===== src/rtl/fp_add_pipe.sv =====
// fp_add_pipe: three-stage pipelined floating-point adder/subtractor.
//   Format is {sign, E-bit exponent, M-bit mantissa}. Rounding is
//   round-to-nearest-even. NaN, inf and signed zero are handled, and the
//   invalid/overflow/underflow/inexact flags are produced.
//   Stage 1 classifies and orders the operands, stage 2 aligns, adds and
//   counts leading zeros, and stage 3 normalizes, rounds and packs.
//   All stages advance together when the output slot is empty or being taken.
// Configuration macro: FP_ADD_SUBNORMAL_EN (defined: gradual underflow;
//   undefined: subnormal inputs read as zero and tiny results flush to zero).
// Ports:
//   clk, rst                    clock, asynchronous active-high reset
//   in_valid_i / in_ready_o     operand handshake
//   sa_i, ea_i, ma_i            operand a
//   sb_i, eb_i, mb_i            operand b
//   sub_i                       1: a - b, 0: a + b
//   out_valid_o / out_ready_i   result handshake
//   s_o, e_o, m_o               result
//   nv_o, of_o, uf_o, nx_o      exception flags, qualified by out_valid_o
module fp_add_pipe #(
  parameter int unsigned E = 8,
  parameter int unsigned M = 7
) (
  input  logic         clk,
  input  logic         rst,
  input  logic         in_valid_i,
  output logic         in_ready_o,
  input  logic         sa_i,
  input  logic [E-1:0] ea_i,
  input  logic [M-1:0] ma_i,
  input  logic         sb_i,
  input  logic [E-1:0] eb_i,
  input  logic [M-1:0] mb_i,
  input  logic         sub_i,
  output logic         out_valid_o,
  input  logic         out_ready_i,
  output logic         s_o,
  output logic [E-1:0] e_o,
  output logic [M-1:0] m_o,
  output logic         nv_o,
  output logic         of_o,
  output logic         uf_o,
  output logic         nx_o
);

  localparam int unsigned EW = E + 2;   // signed exponent / shift width
  localparam int unsigned F  = M + 4;   // hidden, mantissa, guard, round, sticky
  localparam logic signed [EW-1:0] EMAX = EW'((1 << E) - 1);

  logic adv;

  // ---------------- stage 1: classify and swap ----------------
  logic         sbe, a_nan, b_nan, a_inf, b_inf, a_snan, b_snan, swap;
  logic [M:0]   a_sig, b_sig;
  logic [E-1:0] a_exp, b_exp;
  logic [E+M-1:0] a_mag, b_mag;
  logic         s1_valid_d, s1_sign_d, s1_sub_d, s1_nan_d, s1_nv_d, s1_inf_d, s1_infs_d, s1_zs_d;
  logic [E-1:0] s1_ex_d, s1_d_d;
  logic [M:0]   s1_sigx_d, s1_sigy_d;

  always_comb begin
    sbe    = sb_i ^ sub_i;
    a_nan  = (ea_i == '1) && (ma_i != '0);
    b_nan  = (eb_i == '1) && (mb_i != '0);
    a_inf  = (ea_i == '1) && (ma_i == '0);
    b_inf  = (eb_i == '1) && (mb_i == '0);
    a_snan = a_nan & ~ma_i[M-1];
    b_snan = b_nan & ~mb_i[M-1];
`ifdef FP_ADD_SUBNORMAL_EN
    a_sig = {(ea_i != '0), ma_i};
    b_sig = {(eb_i != '0), mb_i};
    a_exp = (ea_i == '0) ? E'(1) : ea_i;
    b_exp = (eb_i == '0) ? E'(1) : eb_i;
    a_mag = {ea_i, ma_i};
    b_mag = {eb_i, mb_i};
`else
    a_sig = (ea_i == '0) ? '0 : {1'b1, ma_i};
    b_sig = (eb_i == '0) ? '0 : {1'b1, mb_i};
    a_exp = ea_i;
    b_exp = eb_i;
    a_mag = (ea_i == '0) ? '0 : {ea_i, ma_i};
    b_mag = (eb_i == '0) ? '0 : {eb_i, mb_i};
`endif
    swap       = b_mag > a_mag;
    s1_valid_d = in_valid_i;
    s1_sign_d  = swap ? sbe : sa_i;
    s1_ex_d    = swap ? b_exp : a_exp;
    s1_d_d     = swap ? (b_exp - a_exp) : (a_exp - b_exp);
    s1_sigx_d  = swap ? b_sig : a_sig;
    s1_sigy_d  = swap ? a_sig : b_sig;
    s1_sub_d   = sa_i ^ sbe;
    s1_nan_d   = a_nan | b_nan | (a_inf & b_inf & (sa_i ^ sbe));
    s1_nv_d    = a_snan | b_snan | (a_inf & b_inf & (sa_i ^ sbe));
    s1_inf_d   = a_inf | b_inf;
    s1_infs_d  = a_inf ? sa_i : sbe;
    s1_zs_d    = sa_i & sbe;
  end

  logic         s1_valid_q, s1_sign_q, s1_sub_q, s1_nan_q, s1_nv_q, s1_inf_q, s1_infs_q, s1_zs_q;
  logic [E-1:0] s1_ex_q, s1_d_q;
  logic [M:0]   s1_sigx_q, s1_sigy_q;

  // ---------------- stage 2: align, add, leading-zero count ----------------
  logic [EW-1:0] d_ext, al_sh;
  logic [F-1:0]  x_ext, y_ext, y_shr, y_lost, y_al;
  logic [F:0]    s2_sum_d;
  logic [EW-1:0] s2_lzc_d;

  always_comb begin
    d_ext  = {2'b00, s1_d_q};
    al_sh  = (d_ext > EW'(M + 3)) ? EW'(M + 3) : d_ext;
    x_ext  = {s1_sigx_q, 3'b000};
    y_ext  = {s1_sigy_q, 3'b000};
    y_shr  = y_ext >> al_sh;
    y_lost = y_ext & ~({F{1'b1}} << al_sh);
    y_al   = {y_shr[F-1:1], y_shr[0] | (|y_lost)};
    s2_sum_d = s1_sub_q ? ({1'b0, x_ext} - {1'b0, y_al}) : ({1'b0, x_ext} + {1'b0, y_al});
    s2_lzc_d = EW'(F);
    for (int unsigned i = 0; i < F; i++) begin
      if (s2_sum_d[i]) s2_lzc_d = EW'(F - 1 - i);
    end
  end

  logic          s2_valid_q, s2_sign_q, s2_nan_q, s2_nv_q, s2_inf_q, s2_infs_q, s2_zs_q;
  logic [E-1:0]  s2_ex_q;
  logic [F:0]    s2_sum_q;
  logic [EW-1:0] s2_lzc_q;

  // ---------------- stage 3: normalize, round, pack ----------------
  logic [EW-1:0]        ex_ext, nsh;
  logic signed [EW-1:0] expn, exp_r;
  logic [F-1:0]         norm;
  logic [M:0]           sig, sig_f;
  logic [M+1:0]         sig_r;
  logic                 g, r, st, rnd, inexact;
  logic                 res_s, res_nv, res_of, res_uf, res_nx;
  logic [E-1:0]         res_e;
  logic [M-1:0]         res_m;

  always_comb begin
    ex_ext = {2'b00, s2_ex_q};
    nsh    = s2_lzc_q;
    if (s2_sum_q[F]) begin
      norm = {s2_sum_q[F:2], |s2_sum_q[1:0]};
      expn = $signed(ex_ext + EW'(1));
    end else begin
`ifdef FP_ADD_SUBNORMAL_EN
      // Cancellation below the normal range is exact, so capping the left
      // shift at ex-1 yields the denormalized significand directly.
      if (s2_lzc_q >= ex_ext) nsh = ex_ext - EW'(1);
`endif
      norm = s2_sum_q[F-1:0] << nsh;
      expn = $signed(ex_ext - nsh);
    end
    sig     = norm[F-1:3];
    g       = norm[2];
    r       = norm[1];
    st      = norm[0];
    inexact = g | r | st;
    rnd     = g & (r | st | sig[0]);
    sig_r   = {1'b0, sig} + {{(M + 1){1'b0}}, rnd};
    if (sig_r[M+1]) begin
      sig_f = sig_r[M+1:1];
      exp_r = expn + EW'(1);
    end else begin
      sig_f = sig_r[M:0];
      exp_r = expn;
    end

    res_s  = s2_sign_q;
    res_e  = sig_f[M] ? exp_r[E-1:0] : '0;
    res_m  = sig_f[M-1:0];
    res_nv = 1'b0;
    res_of = 1'b0;
    res_uf = 1'b0;
    res_nx = inexact;
`ifdef FP_ADD_SUBNORMAL_EN
    res_uf = ~norm[F-1] & inexact;
`endif
    if (s2_nan_q) begin
      res_s  = 1'b0;
      res_e  = '1;
      res_m  = {1'b1, {(M - 1){1'b0}}};
      res_nv = s2_nv_q;
      res_uf = 1'b0;
      res_nx = 1'b0;
    end else if (s2_inf_q) begin
      res_s  = s2_infs_q;
      res_e  = '1;
      res_m  = '0;
      res_uf = 1'b0;
      res_nx = 1'b0;
    end else if (s2_sum_q == '0) begin
      res_s  = s2_zs_q;
      res_e  = '0;
      res_m  = '0;
      res_uf = 1'b0;
      res_nx = 1'b0;
    end else if (exp_r >= EMAX) begin
      res_e  = '1;
      res_m  = '0;
      res_of = 1'b1;
      res_uf = 1'b0;
      res_nx = 1'b1;
`ifndef FP_ADD_SUBNORMAL_EN
    end else if (exp_r[EW-1] || exp_r == '0) begin
      res_e  = '0;
      res_m  = '0;
      res_uf = 1'b1;
      res_nx = 1'b1;
`endif
    end
  end

  logic         out_valid_q, out_s_q, out_nv_q, out_of_q, out_uf_q, out_nx_q;
  logic [E-1:0] out_e_q;
  logic [M-1:0] out_m_q;

  assign adv        = ~out_valid_q | out_ready_i;
  assign in_ready_o = adv;

  always_ff @(posedge clk or posedge rst) begin
    if (rst) begin
      s1_valid_q <= 1'b0; s1_sign_q <= 1'b0; s1_sub_q <= 1'b0; s1_nan_q <= 1'b0;
      s1_nv_q <= 1'b0; s1_inf_q <= 1'b0; s1_infs_q <= 1'b0; s1_zs_q <= 1'b0;
      s1_ex_q <= '0; s1_d_q <= '0; s1_sigx_q <= '0; s1_sigy_q <= '0;
      s2_valid_q <= 1'b0; s2_sign_q <= 1'b0; s2_nan_q <= 1'b0; s2_nv_q <= 1'b0;
      s2_inf_q <= 1'b0; s2_infs_q <= 1'b0; s2_zs_q <= 1'b0;
      s2_ex_q <= '0; s2_sum_q <= '0; s2_lzc_q <= '0;
      out_valid_q <= 1'b0; out_s_q <= 1'b0; out_e_q <= '0; out_m_q <= '0;
      out_nv_q <= 1'b0; out_of_q <= 1'b0; out_uf_q <= 1'b0; out_nx_q <= 1'b0;
    end else if (adv) begin
      s1_valid_q <= s1_valid_d; s1_sign_q <= s1_sign_d; s1_sub_q <= s1_sub_d;
      s1_nan_q <= s1_nan_d; s1_nv_q <= s1_nv_d; s1_inf_q <= s1_inf_d;
      s1_infs_q <= s1_infs_d; s1_zs_q <= s1_zs_d;
      s1_ex_q <= s1_ex_d; s1_d_q <= s1_d_d; s1_sigx_q <= s1_sigx_d; s1_sigy_q <= s1_sigy_d;
      s2_valid_q <= s1_valid_q; s2_sign_q <= s1_sign_q; s2_nan_q <= s1_nan_q;
      s2_nv_q <= s1_nv_q; s2_inf_q <= s1_inf_q; s2_infs_q <= s1_infs_q; s2_zs_q <= s1_zs_q;
      s2_ex_q <= s1_ex_q; s2_sum_q <= s2_sum_d; s2_lzc_q <= s2_lzc_d;
      out_valid_q <= s2_valid_q; out_s_q <= res_s; out_e_q <= res_e; out_m_q <= res_m;
      out_nv_q <= res_nv; out_of_q <= res_of; out_uf_q <= res_uf; out_nx_q <= res_nx;
    end
  end

  assign out_valid_o = out_valid_q;
  assign s_o  = out_s_q;
  assign e_o  = out_e_q;
  assign m_o  = out_m_q;
  assign nv_o = out_nv_q;
  assign of_o = out_of_q;
  assign uf_o = out_uf_q;
  assign nx_o = out_nx_q;

endmodule

===== config.mk =====
export PLATFORM = sky130hd
export DESIGN_NAME = fp_add_pipe
export DESIGN_NICKNAME = d
export VERILOG_FILES = /design/src/rtl/fp_add_pipe.sv
export SDC_FILE = /design/constraint.sdc
export NUM_CORES = 1
export LEC_CHECK = 0
export ABC_AREA = 1
export BUFFER_PORTS_ARGS = -buffer_cell sky130_fd_sc_hd__buf_2
export CORE_MARGIN = 5
export CORE_UTILIZATION = 40
export CTS_CLUSTER_SIZE = 40
export DETAILED_ROUTE_END_ITERATION = 7
export SLEW_MARGIN = 5
export SYNTH_ARGS = -nofsm -noshare
export SYNTH_HDL_FRONTEND = slang
export SYNTH_SLANG_ARGS = --single-unit
export TNS_END_PERCENT = 50

===== constraint.sdc =====
create_clock -name clk -period 4.15 [get_ports clk]
set_clock_uncertainty 0.1 [all_clocks]
set_input_delay 0.415 -clock clk [delete_from_list [all_inputs] [get_ports clk]]
set_output_delay 0.415 -clock clk [all_outputs]
set_load 0.005 [all_outputs]

==> qor.yml, run 1 <==
fin_crit_ns: 3.74
register_area_mm2: 0.00230
relSlewSlack: 0.282
drc: 0
synth_ff_type: "dfrtp_1"
placed_area_mm2: 0.00860
grt_pass1_vias: 7597
synthArstFlopShare: 1.00
yosysMostFrequentCell: "nand2_1"
cts_root_buf: "clkbuf_16"
wl_per_cell_um: 14.3
synth_warnings: 0
drtAntennaViolNets: 0
syn_nets: 1314
r2r_slack_ns: 0.41
slowest_delay_ns: 0.66
nNetsFinal: 1355
synth_cell_types: 48
power_density_mw_per_mm2: 624
setup_violations: 0
max-vdd-ir-drop_mv: 0.274
netlist.area_leader.share: 0.287
cts_sinks: 92
grt_pass1_wl_um: 37400
hold_class: "in2async"
dpl.cell_count: 1512
synthTopCellsByCount: "319 x nand2_1, 153 x inv_1, 110 x o21ai_0"
grt_max_degree: 70
post-cts-setup-buffers: 0
finalSetupTns_ns: 0
period_share: 0.901
total_leakage_power_nw: 4.56
htreeDepth: 3
multi_input_area_mm2: 0.00495
hold_viol: 0
cp_max_fo: 14
diodes: 0
viasPerCell: 5.17
crit_top_cell: "nand2_1"
syn_avg_cell_area_um2: 6.60
antenna_found_initial: 0
cts_buffers: 9
crit_chain: "ha_1 -> inv_1 -> fa_1 -> inv_1 -> o21ai_0 -> ha_1 -> inv_1 -> nor2_1 -> nand2_1 -> nor2_1 -> nand2_1 -> xnor2_1 -> nand2_1 -> nand2_1 -> nand2_1 -> nor2_4 -> nand3_2 -> nand3_1 -> nand2_1 -> nand2_1 -> a21oi_1"
ctsHoldBuffers: 0
post_cts_resized: 0
rsz0062_at_grt: "false"
fillers: 2060
cp_slowest_cell: "dfrtp_1"
ys_ff_latch: 92
grt_use_total: 0.201
area_delta_synth_final_pct: 11.4
vias: 7896
gp_congestion: 0.928
worst_pin_slew_ns: 1.08
critPathKind: "reg2reg"
synthTopCellsByArea: "dfrtp_1 29%, nand2_1 15%, ha_1 8.7%, inv_1 7.1%, o21ai_0 6.9%"
initial_core_util: 0.410
dieHeight_um: 152
end_kind: "register"
yosysTopAreaCell: "dfrtp_1"
fmax_mhz: 268
synth_area_mm2: 0.00804
tritoncts: "done"
dpl.hpwl_um: 17300
ys_seq_area_frac: 0.287
maxCapViolations: 0
synth_cells: 1217
postRouteWirelength_um: 21900
globalRouteOverflowTotal: 0
first_pass_iters: 5
arrival_ns: 3.86
stdcell_count: 1528
clkTransAtPathRegs_ns: 0.08
die_area_mm2: 0.0230
clk_path_buf_depth: 2
drive_gt1_frac: 0.108
crit_required_ns: 4.27
fin_area_mm2: 0.00895
total_power_mw: 5.58
clkLatencyLatePin_ns: 0.36
core_mm2: 0.0196
die_x_um: 152
drv_slew: 0
io_pins: 59
worstSetupStartpointType: "register"
io_buffers: 58
synth_edf_count: 0
status: "completed"
drt-initial-drc-count: 509
core.rowCount: 51
## worst paths after layout
path,startpoint,end,depth (start not counted)
worst max-delay path,nsh[0],e_o[4],21
max in group asynchronous,rst,s2_sum_q[5],3
worst min register to register,m_o[0],m_o[0],2
worst min-delay path,rst,s1_nv_q,2
min in group clk,in_valid_i,s1_valid_q,3
worst max register to register,nsh[0],e_o[4],21
## final cells by class
cell class	instances	area share
Inverter	164	0.0691
Clock inverter	7	0.0102
Multi-Input combinational cell	915	0.554
Timing Repair Buffer	76	0.0475
Clock buffer	9	0.0252
Sequential cell	92	0.257
Tap cell	265	0.0371
## cell families (layout without fill, tap and decap cells)
kind of cell | Yosys count | count (layout) | synth area share
buffers and inverters | 210 | 256 | 0.102
and+or+nand+nor | 589 | 589 | 0.319
adders and majority gates | 60 | 60 | 0.0972
DFF | 92 | 92 | 0.287
muxes | 1 | 1 | 0.00125
AOI/OAI and AO/OA | 242 | 242 | 0.169
xor gates and xnor gates | 23 | 23 | 0.0251
## placed cells by master (no fill, tap or decap), types with 18 or more instances in the layout
cell type | netlist | routed
nand2_1 | 319 | 319
inv_1 | 153 | 151
o21ai_0 | 110 | 110
nor2_1 | 103 | 101
dfrtp_1 | 92 | 92
nand3_1 | 90 | 90
a21oi_1 | 71 | 71
buf_2 | 4 | 58
ha_1 | 56 | 56
nand4_1 | 32 | 32
buf_4 | 3 | 18
## critical path, delay by kind of cell, from the launching register on
kind,cells,cell delay (ns)
AO/OA/AOI/OAI,2,0.35
XOR/XNOR,1,0.14
adder cells (fa/ha/maj),3,0.92
buffers and inverters,3,0.15
flip-flops,1,0.66
AND/OR/NAND/NOR,12,1.26
## sequential cells by signal, indices dropped and copies added (netlist names), 4 cells and up
signal	count
s1_sigx_q	8
s2_sum_q	12
s1_ex_q	8
nsh	4
s1_d_q	8
s2_ex_q	8
e_o	8
s1_sigy_q	8
m_o	7
## routing by layer
metal / global-route usage / vias to the layer above / wire [µm]
li1: - / 4083 / -
met1: 0.297 / 3630 / 11100
met2: 0.314 / 158 / 9720
met3: 0.0175 / 25 / 741
met4: 0.0575 / 0 / 369
met5: 0 / - / 0
## metrics by stage
step	worst slack, ns	utilization	hold slack (ns)
finish	0.412	0.457	0.122
global route	0.0431	0.457	0.210
CTS	0.282	0.455	0.166
detailed placement	0.305	0.439	0.364
global placement	0.347	0.439	0.361
floorplan	0.691	-	0.340
## report_power, final
part | total, mW | internal [mW] | switching [mW]
registers | 1.50 | 1.22 | 0.271
clock network | 0.869 | 0.436 | 0.433
logic | 3.22 | 1.16 | 2.06
Power figures use the tool's default switching activity.
==> run 2: changes to the inputs <==
--- a/config.mk
+++ b/config.mk
@@ -7,6 +7,7 @@
 export LEC_CHECK = 0
 export ABC_AREA = 1
 export BUFFER_PORTS_ARGS = -buffer_cell sky130_fd_sc_hd__buf_2
+export CAP_MARGIN = 25
 export CORE_MARGIN = 5
 export CORE_UTILIZATION = 40
 export CTS_CLUSTER_SIZE = 40
==> constraint.sdc (replaced) <==
create_clock -name clk -period 4.15 [get_ports clk]
set_clock_uncertainty 0.1 [all_clocks]
set_input_delay 0.415 -clock clk [delete_from_list [all_inputs] [get_ports clk]]
set_output_delay 0.415 -clock clk [all_outputs]
set_load 0.02 [all_outputs]
==> run 2 against run 1 <==
  * Total power rose by 1.9%
  * Via count is 0.15% lower
  * Count of clock-buffer cells in the layout unchanged
  * Die area is the same
  * Flip-flop and latch count unchanged
  * Final cell count increased by 0.26%
  * Critical path type unchanged
  * Largest cell class unchanged
  * Largest power group unchanged
  * Highest routed layer unchanged
==> qor.yml, run 2 (synthesis gave the netlist of run 1 again) <==
status: "completed"
grt_pass1_wl_um: 36500  # -2.2%
grtUsageMet1: 0.291  # -0.00554
viasPerCell: 5.15  # -0.41%
core.rowCount: 51  # unchanged
die_area_mm2: 0.0230  # unchanged
area_delta_synth_final_pct: 11.7
grt_use_met2: 0.303  # -0.0113
worstSetupStartpointType: "register"
layout_common_cells: "319 x nand2_1, 150 x inv_1, 110 x o21ai_0"
cellInternalPower_mw: 2.83  # +0.27%
seqPwrFrac: 0.263  # -0.005
total_leakage_power_nw: 4.58  # +0.37%
stdcell_count: 1532  # +0.26%
tritoncts: "done"
clkTransAtPathRegs_ns: 0.08  # about the same
setup_violations: 0  # unchanged
crit_chain: "ha_1 -> inv_1 -> fa_1 -> inv_1 -> o21ai_0 -> ha_1 -> inv_1 -> nor2_1 -> nand2_1 -> nor2_1 -> nand2_1 -> xnor2_1 -> nand2_1 -> nand2_1 -> nand2_1 -> nor2_4 -> nand3_2 -> nand3_1 -> nand2_1 -> nand2_1 -> a21oi_1"
power_density_mw_per_mm2: 634  # +1.5%
cts_buffers: 9  # unchanged
dpl.cell_count: 1513  # +0.066%
largest_reg_flops: 12  # unchanged
worst_pin_slew_ns: 0.928  # -0.147 ns
first_pass_iters: 5  # unchanged
ctsHoldBuffers: 0  # unchanged
total_power_mw: 5.69  # +1.9%
period_share: 0.900  # about the same
critPathKind: "reg2reg"
end_kind: "register"
cp_slowest_cell: "dfrtp_1"
top_register: "s2_sum_q"
finalSetupTns_ns: 0  # unchanged
io_pins: 59  # unchanged
fmax_mhz: 268  # about the same
diodes: 0  # unchanged
cp_max_fo: 14  # unchanged
slowest_delay_ns: 0.65  # about the same
antenna_found_initial: 0  # unchanged
dpl.hpwl_um: 17300  # about the same
clk_path_buf_depth: 2  # unchanged
drive_gt1_frac: 0.112  # +0.00360
core_mm2: 0.0196  # unchanged
drv_slew: 0  # unchanged
gp_congestion: 0.959  # +3.3%
drtAntennaViolNets: 0  # unchanged
maxCapViolations: 0  # unchanged
cts_root_buf: "clkbuf_16"
htreeDepth: 3  # unchanged
nNetsFinal: 1359  # +0.30%
die_x_um: 152  # unchanged
fillers: 2053  # -0.34%
fin_crit_ns: 3.74  # -0.00242 ns
cts_sinks: 92  # unchanged
final_common_cell: "nand2_1"
r2r.worst_path.cells: 21  # unchanged
clockPowerShare: 0.151  # -0.005
max-vdd-ir-drop_mv: 0.239  # -13%
register_area_mm2: 0.00230  # unchanged
dieHeight_um: 152  # unchanged
grt_most_used_layer: "met2"
met3_usage: 0.0208  # +0.00327
multi_input_area_mm2: 0.00495  # unchanged
arrival_ns: 3.84  # -0.02 ns
initial_core_util: 0.410  # unchanged
grt_max_degree: 70  # unchanged
crit_required_ns: 4.25  # -0.02 ns
hold_class: "in2async"
globalRouteOverflowTotal: 0  # unchanged
grt_use_total: 0.197  # -0.00410
vias: 7884  # -0.15%
wl_per_cell_um: 14.4  # +0.35%
drt-initial-drc-count: 492  # -3.3%
crit_top_cell: "nand2_1"
postRouteWirelength_um: 22000  # +0.61%
p_sw_mw: 2.86  # +3.5%
combPwrFrac: 0.585  # +0.008
switching_share: 0.503  # +0.00804
clkLatencyLatePin_ns: 0.36  # about the same
drc: 0  # unchanged
relSlewSlack: 0.376  # +0.0942
grt_pass1_vias: 7423  # -2.3%
io_buffers: 58  # unchanged
hold_viol: 0  # unchanged
[run 2: changes by cell type in the layout (fill, tap and decap cells not counted)]
cell / before / now
buf_4: 18 / 22
inv_1: 151 / 150
inv_2: 8 / 9
[run 2: area by class of cell]
type | count | share of cell area
multi-input combinational | 915 | 0.552
sequential | 92 | 0.256
inverter | 164 | 0.0689
timing repair buffer | 80 | 0.0507
tap | 265 | 0.0369
clock buffer | 9 | 0.0251
clock inverter | 7 | 0.0102
[run 2: power groups by stage]
stage               clock network (mW)  logic [mW]  registers [mW]
floorplan                            0        2.47            1.53
global placement                     0        3.28            1.50
detailed placement                   0        3.30            1.51
CTS                              0.881        3.32            1.50
global route                     0.915        3.81            1.55
finish                           0.861        3.33            1.50
[run 2: path summary, 6_finish.rpt]
kind | startpoint | end | slack, ns
max | nsh[0] | e_o[4] | 0.41
min | rst | s1_nan_q | 0.13
max reg2reg | nsh[0] | e_o[4] | 0.41
min reg2reg | m_o[1] | m_o[1] | 0.38
max in group asynchronous | rst | s2_sum_q[8] | 2.95
min in group clk | in_valid_i | s1_valid_q | 0.21
[run 2: per-layer routing]
metal | up-vias | part of all wire
met5 | - | 0
met4 | 0 | 0.020
met3 | 33 | 0.034
met2 | 172 | 0.44
met1 | 3579 | 0.51
li1 | 4100 | -
[run 2: what timing repair did]
action | in CTS | in global routing
setup buffers | 0 | 3
endpoints found under the setup margin | 0 | 6
gates resized for setup | 0 | 7
[run 2: through the flow]
| stage | setup slack (ns) | instance area, µm² | hold WS [ns] | utilization |
|---|---|---|---|---|
| 2_1_floorplan | 0.691 | 8040 | 0.340 | - |
| 3_3_place_gp | 0.358 | 8610 | 0.363 | 0.439 |
| 3_5_place_dp | 0.319 | 8610 | 0.365 | 0.439 |
| 4_1_cts | 0.281 | 8920 | 0.166 | 0.455 |
| 5_1_grt | -0.00295 | 8980 | 0.205 | 0.458 |
| 6_report | 0.414 | 8980 | 0.128 | 0.458 |
[run 2: worst max-delay path, delay by kind of cell (launching register included)]
kind	cells	cell delay, ns
buffers and inverters	3	0.15
DFF	1	0.65
adders and majority gates	3	0.92
and+or+nand+nor	12	1.22
AOI/OAI and AO/OA	2	0.40
xor gates and xnor gates	1	0.14
==> run 3: changes to the inputs <==
--- a/config.mk
+++ b/config.mk
@@ -9,9 +9,10 @@
 export BUFFER_PORTS_ARGS = -buffer_cell sky130_fd_sc_hd__buf_2
 export CAP_MARGIN = 25
 export CORE_MARGIN = 5
-export CORE_UTILIZATION = 40
+export CORE_UTILIZATION = 55
 export CTS_CLUSTER_SIZE = 40
 export DETAILED_ROUTE_END_ITERATION = 7
+export PLACE_DENSITY = 0.74
 export SLEW_MARGIN = 5
 export SYNTH_ARGS = -nofsm -noshare
 export SYNTH_HDL_FRONTEND = slang
==> run 3 against run 2 <==
  * First-iteration DRC count increased by 35%
  * Critical path depth rose by 3
  * Combinational power about the same
  * Final area decreased by 1.9%
  * Highest routed layer unchanged
==> qor.yml, run 3 (synthesis gave the netlist of run 1 again) <==
status: "completed"
fin_crit_ns: 3.76  # +0.0200 ns
initial_core_util: 0.557  # +0.147
clkTransAtPathRegs_ns: 0.08  # about the same
cts_sinks: 92  # unchanged
dpl.hpwl_um: 16800  # -3.0%
cts_root_buf: "clkbuf_16"
wl_per_cell_um: 14.8  # +2.9%
vias: 8061  # +2.2%
die_area_mm2: 0.0171  # -26%
globalRouteOverflowTotal: 0  # unchanged
die_x_um: 131  # -14%
drt-initial-drc-count: 662  # +35%
end_kind: "register"
final_common_cell: "nand2_1"
r2r.worst_path.cells: 24  # +14%
total_leakage_power_nw: 4.55  # -0.73%
gp_congestion: 0.961  # +0.15%
diodes: 0  # unchanged
r2r_start: "s1_d_q[5]"
drc: 0  # unchanged
crit_required_ns: 4.32  # +0.07 ns
worst_pin_slew_ns: 0.931  # +0.00303 ns
drtAntennaViolNets: 0  # unchanged
htreeDepth: 3  # unchanged
clk_path_buf_depth: 2  # unchanged
power_density_mw_per_mm2: 644  # +1.6%
hold_class: "in2async"
clkLatencyLatePin_ns: 0.35  # about the same
post-cts-setup-buffers: 0  # unchanged
antenna_found_initial: 0  # unchanged
core.rowCount: 44  # -14%
top_register: "s2_sum_q"
grt_use_total: 0.260  # +0.0632
r2r_slack_ns: 0.39  # -0.02 ns
layout_common_cells: "319 x nand2_1, 150 x inv_1, 110 x o21ai_0"
cts_buffers: 9  # unchanged
post_cts_resized: 0  # unchanged
drive_gt1_frac: 0.106  # -0.00581
arrival_ns: 3.93  # +0.09 ns
max-vdd-ir-drop_mv: 0.273  # +14%
grt_max_degree: 69  # -1.4%
cp_max_fo: 9  # -5
nNetsFinal: 1353  # -0.44%
area_delta_synth_final_pct: 9.61
ctsHoldBuffers: 0  # unchanged
dieHeight_um: 131  # -14%
fmax_mhz: 266  # -0.53%
io_buffers: 58  # unchanged
postRouteWirelength_um: 21400  # -2.9%
setup_violations: 0  # unchanged
period_share: 0.905  # +0.00482
grt_pass1_wl_um: 35900  # -1.9%
critPathKind: "reg2reg"
maxCapViolations: 0  # unchanged
largest_reg_flops: 12  # unchanged
hold_viol: 0  # unchanged
drv_slew: 0  # unchanged
tritoncts: "done"
viasPerCell: 5.58  # +8.4%
first_pass_iters: 6  # +1
finalSetupTns_ns: 0  # unchanged
r2r_end: "s2_sum_q[11]"
grt_pass1_vias: 7390  # -0.44%
io_pins: 59  # unchanged
total_power_mw: 5.67  # -0.34%
core_mm2: 0.0144  # -26%
relSlewSlack: 0.373  # -0.00298
worstSetupStartpointType: "register"
## run 3: cell types whose count changed in the layout (fill, tap and decap cells not counted), sizes merged
| cell | previous run | this run |
|---|---|---|
| buf | 80 | 74 |
| inv | 163 | 164 |
| clkinv | 8 | 7 |
## run 3: metrics by stage
step / std cells / hold WS, ns / setup WS, ns / cell area [µm²] / util
final: 1445 / 0.113 / 0.394 / 8810 / 0.611
after global routing: 1445 / 0.185 / -0.0194 / 8810 / 0.611
after detailed placement: 1429 / 0.361 / 0.315 / 8480 / 0.588
after CTS: 1445 / 0.148 / 0.278 / 8790 / 0.609
after global placement: 1429 / 0.346 / 0.366 / 8480 / 0.588
after floorplan: 1217 / 0.340 / 0.691 / 8040 / -
## run 3: worst max path at each step
stage | startpoint | to | slack (ns) | cells past startpoint
after global routing | s1_d_q[5] | s2_sum_q[11] | -0.02 | 24
after floorplan | s1_d_q[0] | s2_sum_q[11] | 0.69 | 25
after global placement | s1_d_q[6] | s2_sum_q[11] | 0.37 | 24
after CTS | s1_d_q[6] | s2_sum_q[11] | 0.28 | 24
final | s1_d_q[5] | s2_sum_q[11] | 0.39 | 24
after detailed placement | s1_d_q[6] | nsh[1] | 0.32 | 24
## run 3: layer usage
layer / up-vias / part of all wire / track usage
met5: - / 0 / 0
met4: 0 / 0.018 / 0.0750
met3: 35 / 0.044 / 0.0333
met2: 226 / 0.46 / 0.414
met1: 3718 / 0.47 / 0.372
li1: 4082 / - / -
## run 3: layout make-up
cell class,instances,area [µm²]
fill,1443,5620
multi-input combinational,915,4940
sequential,92,2300
inverter,164,618
timing repair buffer,74,410
tap,184,230
clock buffer,9,225
clock inverter,7,81.3
## run 3: worst max-delay path, cell delays in order, from the launching register on
cell and delay (ns):
dfrtp_1 0.39, inv_1 0.07, nand2_1 0.08, nor2_4 0.23
nand3_2 0.21, inv_2 0.19, nor2_1 0.06, a31oi_1 0.20
o21a_1 0.16, ha_1 0.17, inv_1 0.06, fa_1 0.44
o31ai_2 0.29, inv_1 0.06, nor2_1 0.12, nor2_1 0.05
o21bai_1 0.13, inv_1 0.07, nor2_1 0.08, inv_1 0.05
a21oi_1 0.12, nor2_1 0.05, nor2_1 0.08, nor2_1 0.05
a21oi_1 0.16
## run 3: report_power, final
| part | total [mW] | internal [mW] | switching [mW] | leakage [nW] |
|---|---|---|---|---|
| Combinational | 3.33 | 1.16 | 2.17 | 3.29 |
| Clock | 0.834 | 0.431 | 0.404 | 0.150 |
| Sequential | 1.51 | 1.23 | 0.281 | 1.11 |
| Total | 5.67 | 2.81 | 2.86 | 4.55 |
